## src/rtl/ssd_pkg.sv

```systemverilog
// Shared definitions for the seven-segment display path: converter state
// encoding, the blank-digit code and an elaboration-time power-of-ten helper.
package ssd_pkg;

    typedef enum logic [1:0] {
        ST_IDLE  = 2'd0,
        ST_SHIFT = 2'd1,
        ST_DONE  = 2'd2
    } bcd_state_t;

    localparam logic [3:0] BCD_BLANK = 4'hF;

    function automatic logic [63:0] pow10(input int n);
        logic [63:0] r;
        r = 64'd1;
        for (int i = 0; i < n; i++) r = r * 64'd10;
        return r;
    endfunction

endpackage

```

## src/rtl/bcd_add3.sv

```systemverilog
// One double-dabble nibble adjust: digits of 5 or more get +3 before the shift.
module bcd_add3 (
    input  logic [3:0] din,
    output logic [3:0] dout
);

    assign dout = (din >= 4'd5) ? din + 4'd3 : din;

endmodule

```

## src/rtl/bin_to_bcd.sv

```systemverilog
// Sequential binary-to-BCD converter, one input bit per clock. The packed
// digit word only changes on the completion edge, so slower readers see it whole.
module bin_to_bcd
    import ssd_pkg::*;
#(
    parameter int DIGITS = 8,
    parameter int WIDTH  = 27
) (
    input  logic                  clk,
    input  logic                  reset,
    input  logic                  start,
    input  logic [WIDTH-1:0]      binary,
    output logic                  busy,
    output logic                  done,
    output logic                  overflow,
    output logic [4*DIGITS-1:0]   numbers
);

    localparam int             CW    = $clog2(WIDTH + 1);
    localparam logic [WIDTH:0] LIMIT = (WIDTH + 1)'(pow10(DIGITS));

    bcd_state_t                 state, next_state;
    logic [CW-1:0]              cnt;
    logic [WIDTH-1:0]           bin_sr;
    logic [DIGITS-1:0][3:0]     acc, acc_adj;
    logic                       ovf_flag;

    for (genvar g = 0; g < DIGITS; g++) begin : g_add3
        bcd_add3 u_add3 (
            .din  (acc[g]),
            .dout (acc_adj[g])
        );
    end

    always_comb begin
        next_state = state;
        case (state)
            ST_IDLE:  if (start) next_state = ST_SHIFT;
            ST_SHIFT: if (cnt == CW'(1)) next_state = ST_DONE;
            ST_DONE:  next_state = ST_IDLE;
            default:  next_state = ST_IDLE;
        endcase
    end

    always_ff @(posedge clk or negedge reset) begin
        if (!reset) begin
            state    <= ST_IDLE;
            cnt      <= '0;
            bin_sr   <= '0;
            acc      <= '0;
            ovf_flag <= 1'b0;
            numbers  <= '0;
            overflow <= 1'b0;
            done     <= 1'b0;
            busy     <= 1'b0;
        end else begin
            state <= next_state;
            done  <= (state == ST_DONE);
            // Held through the completion cycle so busy spans the full WIDTH+2 slot.
            busy  <= (next_state != ST_IDLE) || (state == ST_DONE);
            case (state)
                ST_IDLE: begin
                    if (start) begin
                        bin_sr   <= binary;
                        acc      <= '0;
                        cnt      <= CW'(WIDTH);
                        ovf_flag <= ({1'b0, binary} >= LIMIT);
                    end
                end
                ST_SHIFT: begin
                    {acc, bin_sr} <= {acc_adj, bin_sr} << 1;
                    cnt           <= cnt - CW'(1);
                end
                ST_DONE: begin
                    numbers  <= ovf_flag ? {DIGITS{BCD_BLANK}} : acc;
                    overflow <= ovf_flag;
                end
                default: ;
            endcase
        end
    end

endmodule

```

## config.mk

```make
export PLATFORM = sky130hd
export DESIGN_NAME = bin_to_bcd
export DESIGN_NICKNAME = d
export VERILOG_FILES = /design/src/rtl/ssd_pkg.sv /design/src/rtl/bcd_add3.sv /design/src/rtl/bin_to_bcd.sv
export SDC_FILE = /design/constraint.sdc
export NUM_CORES = 1
export LEC_CHECK = 0
export CORE_ASPECT_RATIO = 1.25
export CORE_MARGIN = 1
export CORE_UTILIZATION = 45
export CTS_CLUSTER_DIAMETER = 60
export DETAILED_ROUTE_END_ITERATION = 8
export GPL_ROUTABILITY_DRIVEN = 0
export PLACE_DENSITY_LB_ADDON = 0.25
export SYNTH_ARGS = -nofsm -noshare
export SYNTH_HDL_FRONTEND = slang
export SYNTH_SLANG_ARGS = --single-unit
```

## constraint.sdc

```tcl
create_clock -name clk -period 2.1 [get_ports clk]
set_clock_uncertainty 0.15 [all_clocks]
set_input_delay 0.42 -clock clk [delete_from_list [all_inputs] [get_ports clk]]
set_output_delay 0.42 -clock clk [all_outputs]
set_load 0.01 [all_outputs]
```

; Word level (Yosys, flattened, before mapping)
; Cells that the tools add are included.
[op_classes]
add_sub_neg = 9
n_lt_le_gt_ge = 9
n_eq_ne = 4
mux = 18
reduce_logical = 6
[op_table]
columns = op, count
row1 = 32-bit 2-to-1 mux, 2
row2 = 32-bit case mux with 2 select lines, 1
row3 = 27-bit case mux with 2 select lines, 1
row4 = "4-bit by 3-bit >= comparator with 1-bit output, second input constant", 8
row5 = "4-bit by 2-bit adder with 4-bit output, second input constant", 7
row6 = 4-bit 2-to-1 mux, 7
row7 = "27-bit >= comparator, second input constant", 1
row8 = 27-bit 2-to-1 mux, 1
row9 = 5-bit case mux with 2 select lines, 1
row10 = "5-bit by 1-bit equality test with 1-bit output, second input constant", 1
row11 = 5-bit 2-to-1 mux, 1
row12 = "5-bit by 1-bit subtractor with 5-bit output, second input constant", 1
row13 = 2-bit 2-to-1 mux, 2
row14 = 2-bit case mux with 2 select lines, 1
row15 = 2-bit AND reduction, 2
row16 = 2-bit nonzero test, 2
row17 = "3-bit by 2-bit adder with 3-bit output, second input constant", 1
row18 = 3-bit 2-to-1 mux, 1
row19 = "2-bit by 1-bit equality test with 1-bit output, second input constant", 1
row20 = "2-bit equality test, second input constant", 1
row21 = 2-bit zero test, 1
row22 = "2-bit != test, second input constant", 1
row23 = 1-bit logical OR, 1
[totals]
reg_bits = 102
output_inout_bits = 35

; Longest topological paths before layout
; Gate-level depths: netlist of run 1.
[logic_depth]
ltp_word = 5
depth_mapped = 6

; Modules after synthesis
; Synthesis of run 1 repeated with hierarchy kept, for this count alone.
[unflattened]
hier_cells = 579
hier_area_um2 = 5180.0
[modules_own_cells]
columns = module, instances, cells_per_inst, area_each_um2
row1 = bin_to_bcd, 1, 451, 4369.2
row2 = bcd_add3, 8, 16, 101.3

; Least setup slack after synthesis of run 1
; OpenSTA, ideal clock, no wires.
[synth_timing]
kind = register to register
startpoint = reg state[1]
endpoint = reg ovf_flag
arrival_time_ps = 1436
required_ps = 1825
slack_ps = 389
stages_incl_launch_ff = 6
n_path_buf = 1
period_less_slack_ps = 1711
cell_sequence = dfrtp_1 -> or3b_1 -> buf_6 -> a221o_1 -> o32ai_1 -> nor2_1
[synth_between]
elab_chain_len = 2
[synth_lines]
columns = item, line
row1 = start: declaration, bin_to_bcd.sv:22  ; bcd_state_t state, next_state;
row2 = start signal: assignment, bin_to_bcd.sv:57  ; state <= next_state;
row3 = 2-bit zero test, bin_to_bcd.sv:61  ; case (state)
row4 = 2-bit AND reduction (no line), n/a
row5 = end signal: assignment, bin_to_bcd.sv:67  ; ovf_flag <= ({1'b0, binary} >= LIMIT);
row6 = end: declaration, bin_to_bcd.sv:26  ; logic ovf_flag;
; Every way passes these cells.
; A chain may end at the register's enable or synchronous reset.

; Worst setup path after layout of run 1
[layout_timing]
startpoint = in start
endpoint = reg ovf_flag
[layout_between]
elab_chain_len = 1
[layout_lines]
columns = item, line
row1 = start: declaration, bin_to_bcd.sv:11  ; input logic start,
row2 = 2-bit AND reduction (no line), n/a
; Every way passes these cells.

==> flow_summary.ini, run 1 <==
[run_status]
outcome = complete, but fails checks
failing_checks = hold timing

[clock_network]
clock-sinks = 102
tritoncts.num_buffers = 9
clock_tree_from_tritoncts = yes
cts-resized-gates = 0
postCtsSetupRepairBufs = 0
ctsLongestPathBuffers = 2
clk_root_buffer_cell = clkbuf_16
clock_latency_ps = 340
holdBufCountCts = 0
clk_pin_slew_worst_paths_ps = 60
htree_levels = 3

[finish]
sequential_cell_area_mm2 = 0.00255
post-route-cell-area_mm2 = 0.00591
antenna_cells_inserted = 0
layout_fillers = 902
design.final.nets = 608
synthToLayoutAreaGrowth_pct = 24.4
post_route_cells_drive_above_1_share_pct = 7.61
multi_input_logic_area_mm2 = 0.00199

[synth]
synth_top_area_cells = dfrtp_1, nor2_1, o21ai_0
asyncSetResetFlopFracSynth_pct = 100
syn-cell-area_mm2 = 0.00475
synth_top_area_share_pct = 53.7
synthTopCellsByCount = dfrtp_1, nor2_1, o21ai_0, nand2_1, o22ai_1
postSynth.topFlopCell = dfrtp_1
mappedNetlistNets = 547
post-synth-top-count-cell = dfrtp_1
netlist-cell-type-count = 36
synth.largest_area_cell = dfrtp_1
synth_cells = 499
ys_warn_count = 0
register_area_share_after_synthesis_pct = 53.7
syn-mean-instance-area_um2 = 9.52
count_of_flip_flops_with_a_built_in_enable_after_synthesis = 0
ys_ff_latch = 102

[timing]
report.final.slew_viol_count = 0
setup_viol_count_final = 0
setup_repair_after_global_routing_missed_its_margin = no
fmax_mhz = 507
fin_crit_sh_pct = 93.9
slew_hr_pct = 55.5
post-route-min-period_ps = 1970
worst-slew-pin-transition_ps = 668
timing.final.hold_violations = 17
hold_slack_ps = -45.7

[floorplan]
die_x_um = 93.9
die_area_mm2 = 0.0110
start_util_pct = 46.8
ios = 65
die_height_um = 117
floorplan.core_area_mm2 = 0.0102
fp-row-count = 41

[global_routing]
grt_pass1_vias = 3508
grt_util_all_layers_pct = 19.2
number_of_antenna_violations_at_the_first_check_in_global_routing = 0
global_route.overflow_total = 0
grt_max_degree = 103
first_pass_grt_wire_length_um = 16600

[place]
dpl_cell_area_mm2 = 0.00556
hpwl_um = 6570
place.port_buffers = 64

[job]
maxCapViolations = 0

[setup_path]
critPathMaxFanout = 5
rr_startpoint = acc[16]$_DFFE_PN0P_
critPathArrivalTime_ps = 2050
cp-start-kind = input pin
timing.critical_path.to_type = register
criticalPathCategory = input pin to register
reg2regPathDepth = 6
rrSetupSlack_ps = 230
crit_required_ps = 2170
crit_start = start
rr_endpoint = acc[18]$_DFFE_PN0P_
cp-endpoint = ovf_flag$_DFFE_PN0P_

[drt]
vias = 3728
drt_wl_total_um = 9640
maxUsedRoutingLayer = met4
wl_met1_um = 4690
dr.pass1.iters = 4
detailroute.wirelength.met3_um = 243
dr_wl_met2_um = 4500
dr_iter_0_viols = 208
routedWlPerCell_um = 13.9
final_antenna_net_count = 0
avgViaCountPerCell = 5.37
drc = 0

[power_and_ir_drop]
power_frac_seq_pct = 38.1
switchingPower_mw = 3.46
p_int_mw = 6.07
pwr-share-clk_pct = 20.3
pd_cells_mw_per_mm2 = 1610
design_power_total_mw = 9.53
peakVddDrop_v = 0.000809
combinationalPowerShare_pct = 41.7
fraction_of_power_spent_switching_nets_pct = 36.3
leakage_nw = 2.58

[worst_hold_path]
holdCritPathClass = input pin to asynchronous set/reset pin
cell families after synthesis:
logic type / synth area share [%]
buf+inv: 4.45
xor+xnor: 2.77
compound gates: 15.7
fa+ha+maj: 4.74
mux: 2.08
flops: 53.7
simple gates: 16.5
power by group through the flow:
stage	clock (mW)	combinational [mW]	sequential, mW
floorplan	0	2.65	3.56
global placement	0	3.83	3.60
detailed placement	0	4.00	3.65
CTS	1.97	4.02	3.63
global route	2.04	4.47	3.76
finish	1.93	3.97	3.63
worst max-delay path: stages:
cell and delay [ps]:
clkdlybuf4s50_1 500, or3b_2 540, a221o_1 290, o32ai_1 220
nor2_1 70
cell type report:
cell class	instances	share of cell area [%]
sequential	102	43.2
clock inverter	3	1.52
tap	129	2.73
inverter	20	1.27
clock buffer	13	4.40
timing repair buffer	81	13.2
multi-input combinational	346	33.7
how the worst min path moves through the flow:
| stage | endpoint | from | slack, ps |
|---|---|---|---|
| CTS | bin_sr[5]$_DFFE_PN0P_ | reset | 20 |
| finish | bin_sr[5]$_DFFE_PN0P_ | reset | -50 |
| floorplan | acc[0]$_DFFE_PN0P_ | reset | -30 |
| global placement | acc[0]$_DFFE_PN0P_ | bin_sr[26]$_DFFE_PN0P_ | 310 |
| global route | bin_sr[5]$_DFFE_PN0P_ | reset | 10 |
| detailed placement | numbers[12]$_DFFE_PN0P_ | numbers[12]$_DFFE_PN0P_ | 320 |
flip-flops by register name, summed over array words and instances (netlist names):
register and count:
bin_sr 27, numbers 32, overflow 1, acc 32, cnt 5, ovf_flag 1, busy 1, done 1
state 2
per-layer routing:
| layer | vias up | GRT usage [%] |
|---|---|---|
| met2 | 74 | 31.6 |
| li1 | 1848 | - |
| met1 | 1793 | 25.5 |
| met3 | 13 | 2.52 |
| met4 | 0 | 8.62 |
| met5 | - | 0 |
cell usage in the layout (no fill, tap or decap), types with 2 or more instances in the layout:
master | netlist | layout
clkbuf_8 | 0 | 2
xor2_1 | 6 | 6
bufinv_16 | 0 | 3
a32o_1 | 8 | 8
nand2_1 | 44 | 44
dfrtp_1 | 102 | 102
a21oi_1 | 12 | 12
xnor2_1 | 9 | 9
mux2_2 | 7 | 7
o31ai_1 | 13 | 13
clkbuf_16 | 0 | 9
o21ai_0 | 59 | 59
o22ai_1 | 26 | 26
nor3_1 | 2 | 2
clkdlybuf4s50_1 | 0 | 63
nand2b_1 | 9 | 8
a211oi_1 | 2 | 2
o2bb2ai_1 | 2 | 2
ha_1 | 18 | 18
mux2i_1 | 2 | 2
inv_1 | 20 | 20
nor4_1 | 2 | 2
nor3b_1 | 4 | 4
clkbuf_1 | 21 | 2
nor2_1 | 87 | 87
buf_4 | 1 | 17
nand3_1 | 24 | 24
through the flow:
step / utilization [%] / instances / hold WS (ps) / setup slack (ps) / TNS (ps)
2_1_floorplan: - / 499 / -25.6 / 389 / 0
5_1_grt: 58.2 / 694 / 14.8 / 64.8 / 0
6_report: 58.2 / 694 / -45.7 / 128 / 0
3_3_place_gp: 54.7 / 678 / 310 / -142 / -2850
4_1_cts: 58.2 / 694 / 15.6 / 159 / 0
3_5_place_dp: 54.7 / 678 / 320 / -208 / -6290
Power figures use the tool's default switching activity.
==> run 2, diff against run 1 <==
CORE_MARGIN = 4   (was 1)
==> flow_summary.ini, run 2 (same netlist as run 1, synthesis figures left out) <==
[run_status]
outcome = finished, final reports clean

[timing]
fmax_mhz = 519
slew_hr_pct = 63.3
setup_viol_count_final = 0
fin_crit_sh_pct = 91.8
post-route-min-period_ps = 1930
report.final.slew_viol_count = 0
setup_repair_after_global_routing_missed_its_margin = no
hold_slack_ps = 326
worst-slew-pin-transition_ps = 551
timing.final.hold_violations = 0

[setup_path]
timing.critical_path.to_type = register
crit_required_ps = 2170
reg2regPathDepth = 6
criticalPathCategory = input pin to register
critPathMaxFanout = 6
cp-start-kind = input pin
critPathArrivalTime_ps = 2000

[drt]
wl_met1_um = 4330
detailroute.wirelength.met3_um = 375
final_antenna_net_count = 0
routedWlPerCell_um = 14.0
vias = 3687
drc = 0
dr_wl_met2_um = 4830
maxUsedRoutingLayer = met4
drt_wl_total_um = 9700
dr.pass1.iters = 4
dr_iter_0_viols = 148
avgViaCountPerCell = 5.31

[clock_network]
tritoncts.num_buffers = 9
clk_pin_slew_worst_paths_ps = 60
htree_levels = 3
ctsLongestPathBuffers = 2
clock-sinks = 102
postCtsSetupRepairBufs = 0
clock_tree_from_tritoncts = yes
clock_latency_ps = 340
clk_root_buffer_cell = clkbuf_16

[finish]
layout_top_registers = acc x32, numbers x32, bin_sr x27
design.final.nets = 609
commonest_cells_after_routing_fill_and_taps_aside = dfrtp_1, nor2_1, clkdlybuf4s50_1, o21ai_0, nand2_1
mostFrequentLayoutCell = dfrtp_1
post_route_cells_drive_above_1_share_pct = 7.61
antenna_cells_inserted = 0
post-route-cell-area_mm2 = 0.00593
synthToLayoutAreaGrowth_pct = 24.8

[floorplan]
ios = 65
floorplan.core_area_mm2 = 0.0102
start_util_pct = 46.5
die_x_um = 99.9
die_area_mm2 = 0.0123
fp-row-count = 41
die_height_um = 123

[global_routing]
grt_util_all_layers_pct = 17.0
number_of_antenna_violations_at_the_first_check_in_global_routing = 0
global_route.overflow_total = 0
first_pass_grt_wire_length_um = 16900
grt_pass1_vias = 3730
grt_max_degree = 43

[power_and_ir_drop]
fraction_of_power_spent_switching_nets_pct = 36.6
pwr-share-clk_pct = 19.1
peakVddDrop_v = 0.000614
power_frac_seq_pct = 37.7
switchingPower_mw = 3.45
leakage_nw = 2.58
p_int_mw = 5.96
pd_cells_mw_per_mm2 = 1590
combinationalPowerShare_pct = 43.2

[worst_hold_path]
holdCritPathClass = register to register
timing.hold.worst_path_depth = 2

[job]
maxCapViolations = 0

[place]
place.port_buffers = 64
dpl_cell_area_mm2 = 0.00560
hpwl_um = 6860
## run 2: cell count changes in the layout (fill, tap and decap cells not counted), sizes merged
cell,change
bufinv,-1
dlygate4sd3,+1
clkbuf,-1
clkinvlp,+1
## run 2: metal layers
| layer | GRT usage [%] | vias to the layer above |
|---|---|---|
| li1 | - | 1845 |
| met1 | 22.0 | 1750 |
| met2 | 28.8 | 77 |
| met3 | 1.99 | 15 |
| met4 | 7.43 | 0 |
| met5 | 0 | - |
## run 2: cell type report
| type | instances | area [µm²] |
|---|---|---|
| Fill cell | 904 | 4280 |
| Clock buffer | 12 | 256 |
| Inverter | 20 | 75.1 |
| Tap cell | 129 | 161 |
| Timing Repair Buffer | 82 | 826 |
| Multi-Input combinational cell | 346 | 1990 |
| Sequential cell | 102 | 2550 |
| Clock inverter | 3 | 67.6 |
## run 2: final timing paths
check                                        startpoint                       to  slack (ps)
worst max-delay path                              start     ovf_flag$_DFFE_PN0P_         170
worst min-delay path            numbers[20]$_DFFE_PN0P_  numbers[20]$_DFFE_PN0P_         330
worst max register to register      acc[12]$_DFFE_PN0P_      acc[14]$_DFFE_PN0P_         240
worst min register to register  numbers[20]$_DFFE_PN0P_  numbers[20]$_DFFE_PN0P_         330
max in group asynchronous                         reset    bin_sr[0]$_DFFE_PN0P_         760
min in group asynchronous                         reset    bin_sr[8]$_DFFE_PN0P_         450
## run 2: through the flow
stage	power, mW	util (%)	std cells	setup TNS [ps]	setup WS (ps)
floorplan	6.21	-	499	0	389
global placement	7.47	54.8	678	-3950	-159
detailed placement	7.68	54.8	678	-5480	-186
CTS	9.52	58.1	694	0	174
global route	10.2	58.1	694	0	76.0
finish	9.41	58.1	694	0	172
## run 2: repair_timing
action,in CTS,in global routing
hold endpoints to repair,38,0
gates resized for setup,0,0
hold buffers,1,0
## run 2: worst max-delay path, cell delays in order
cell             delay, ps
clkdlybuf4s50_1        470
or3b_2                 540
a221o_1                290
o32ai_1                220
nor2_1                  60
## run 2: power groups by stage
stage	combinational (mW)	sequential, mW	clock [mW]
after detailed placement	4.10	3.58	0
after global placement	3.93	3.54	0
final	4.06	3.55	1.80
after CTS	4.12	3.56	1.84
after global routing	4.62	3.70	1.91
after floorplan	2.65	3.56	0
==> run 3, diff against run 2 <==
CORE_ASPECT_RATIO = unset   (was 1.25)
SETUP_SLACK_MARGIN = 0.5   (was unset)
SYNTH_HIERARCHICAL = 1   (was unset)
==> flow_summary.ini, run 3 <==
[run_status]
outcome = finished, final reports clean

[drt]
vias = 4222
final_antenna_net_count = 0
dr.pass1.iters = 5
drt_wl_total_um = 12000
avgViaCountPerCell = 5.21
dr_iter_0_viols = 271
drc = 0
routedWlPerCell_um = 14.9

[finish]
multi_input_logic_area_mm2 = 0.00252
post_route_cells_drive_above_1_share_pct = 20.3
commonest_cells_after_routing_fill_and_taps_aside = nand2_1, nor2_1, dfrtp_1, o21ai_0, nand3_1
antenna_cells_inserted = 0
synthToLayoutAreaGrowth_pct = 31.3
layout_top_registers = acc x32, numbers x32, bin_sr x27
final_util_pct = 61.4
post-route-cell-area_mm2 = 0.00678
sequential_cell_area_mm2 = 0.00256
final-instance-count-excl-fill = 810
layout_fillers = 912
mostFrequentLayoutCell = nand2_1
design.final.nets = 713

[clock_network]
ctsLongestPathBuffers = 2
clk_pin_slew_worst_paths_ps = 70
htree_levels = 3
clock_latency_ps = 340
clock_tree_from_tritoncts = yes
tritoncts.num_buffers = 9
clock-sinks = 102
clk_root_buffer_cell = clkbuf_16

[floorplan]
die_x_um = 115
ios = 65
fp-row-count = 38
die_height_um = 115
start_util_pct = 46.8
floorplan.core_area_mm2 = 0.0110
die_area_mm2 = 0.0132

[synth]
ys_warn_count = 6
synth_cells = 575
syn-mean-instance-area_um2 = 8.97
mappedNetlistNets = 623
syn-cell-area_mm2 = 0.00516

[timing]
timing.final.hold_violations = 0
finalWorstSetupSlack_ps = 505
slew_hr_pct = 72.7
post-route-min-period_ps = 1590
hold_slack_ps = 328
fin_crit_sh_pct = 75.9
fmax_mhz = 627
report.final.slew_viol_count = 0
setup_repair_after_global_routing_missed_its_margin = yes
setup_viol_count_final = 0
worst-slew-pin-transition_ps = 409

[place]
hpwl_um = 7120
post_place_cells = 760
preCtsSetupSlack_ps = -46.0
dpl_cell_area_mm2 = 0.00592
place.port_buffers = 64

[global_routing]
grt_max_degree = 38
grt_util_all_layers_pct = 17.0
first_pass_grt_wire_length_um = 18500
global_route.overflow_total = 0
number_of_antenna_violations_at_the_first_check_in_global_routing = 0
grt_pass1_vias = 4131

[power_and_ir_drop]
pd_cells_mw_per_mm2 = 1510
leakage_nw = 3.15
peakVddDrop_v = 0.000661

[setup_path]
critPathArrivalTime_ps = 1680
crit_required_ps = 2190
criticalPathCategory = register to register
critPathMaxFanout = 7
timing.critical_path.to_type = register
cp-start-kind = register

[job]
maxCapViolations = 0

[worst_hold_path]
holdCritPathClass = register to register
## run 3: cell count changes in the layout (fill, tap and decap cells not counted), sizes merged, moves of 8 or more
cell           previous run  this run
nand2                    45       131
o21ai                    59        50
nand2b                    9        17
o31ai                    13         1
clkdlybuf4s15             0        31
buf                      18        42
a32o                      8         0
nand3                    24        36
clkdlybuf4s50            63        27
## run 3: what timing repair did
item / 4_1_cts / 5_1_grt
pin swaps: 1 / 33
hold endpoints to repair: 26 / 0
hold buffers: 1 / 0
resized for setup: 44 / 76
setup endpoints to repair: 98 / 117
cloned: 0 / 8
setup buffers: 1 / 24
## run 3: worst paths after layout
| kind | start | endpoint | slack, ps | cells after the start |
|---|---|---|---|---|
| worst max-delay path | state[0]$_DFF_PN0_ | bin_sr[17]$_DFFE_PN0P_ | 510 | 4 |
| worst min-delay path | numbers[21]$_DFFE_PN0P_ | numbers[21]$_DFFE_PN0P_ | 330 | 2 |
| worst max register to register | state[0]$_DFF_PN0_ | bin_sr[17]$_DFFE_PN0P_ | 510 | 4 |
| worst min register to register | numbers[21]$_DFFE_PN0P_ | numbers[21]$_DFFE_PN0P_ | 330 | 2 |
| max in group asynchronous | reset | bin_sr[14]$_DFFE_PN0P_ | 750 | 3 |
| min in group asynchronous | reset | numbers[20]$_DFFE_PN0P_ | 400 | 2 |
## run 3: critical path, cell delays in order, from the launching register on
cell and delay [ps]:
dfrtp_2 450, or3b_4 510, clkbuf_16 210, o22ai_2 110, nor2_1 60
## run 3: where the power goes
group          switching, mW  total, mW  internal (mW)
Sequential             0.813       3.65           2.84
Clock                  0.742       1.70          0.958
Combinational           2.48       4.88           2.39
Total                   4.04       10.2           6.19
## run 3: per-layer routing
metal / wire [µm] / global-route usage, %
met5: 0 / 0
met4: 177 / 5.24
met3: 508 / 4.05
met2: 6050 / 29.7
met1: 5300 / 21.0
## run 3: area by class of cell
type | count | area share [%]
flip-flops and latches | 102 | 37.9
multi-input cells | 421 | 37.3
repair buffers | 111 | 16.7
clock buffers | 11 | 3.58
well taps | 140 | 2.59
inverters | 20 | 1.11
clock inverters | 5 | 0.868
## run 3: stage by stage
step                setup TNS [ps]  total power, mW
floorplan                        0             6.49
global placement              -343             7.55
detailed placement           -1170             7.76
CTS                              0             9.37
global route                     0             11.1
finish                           0             10.2
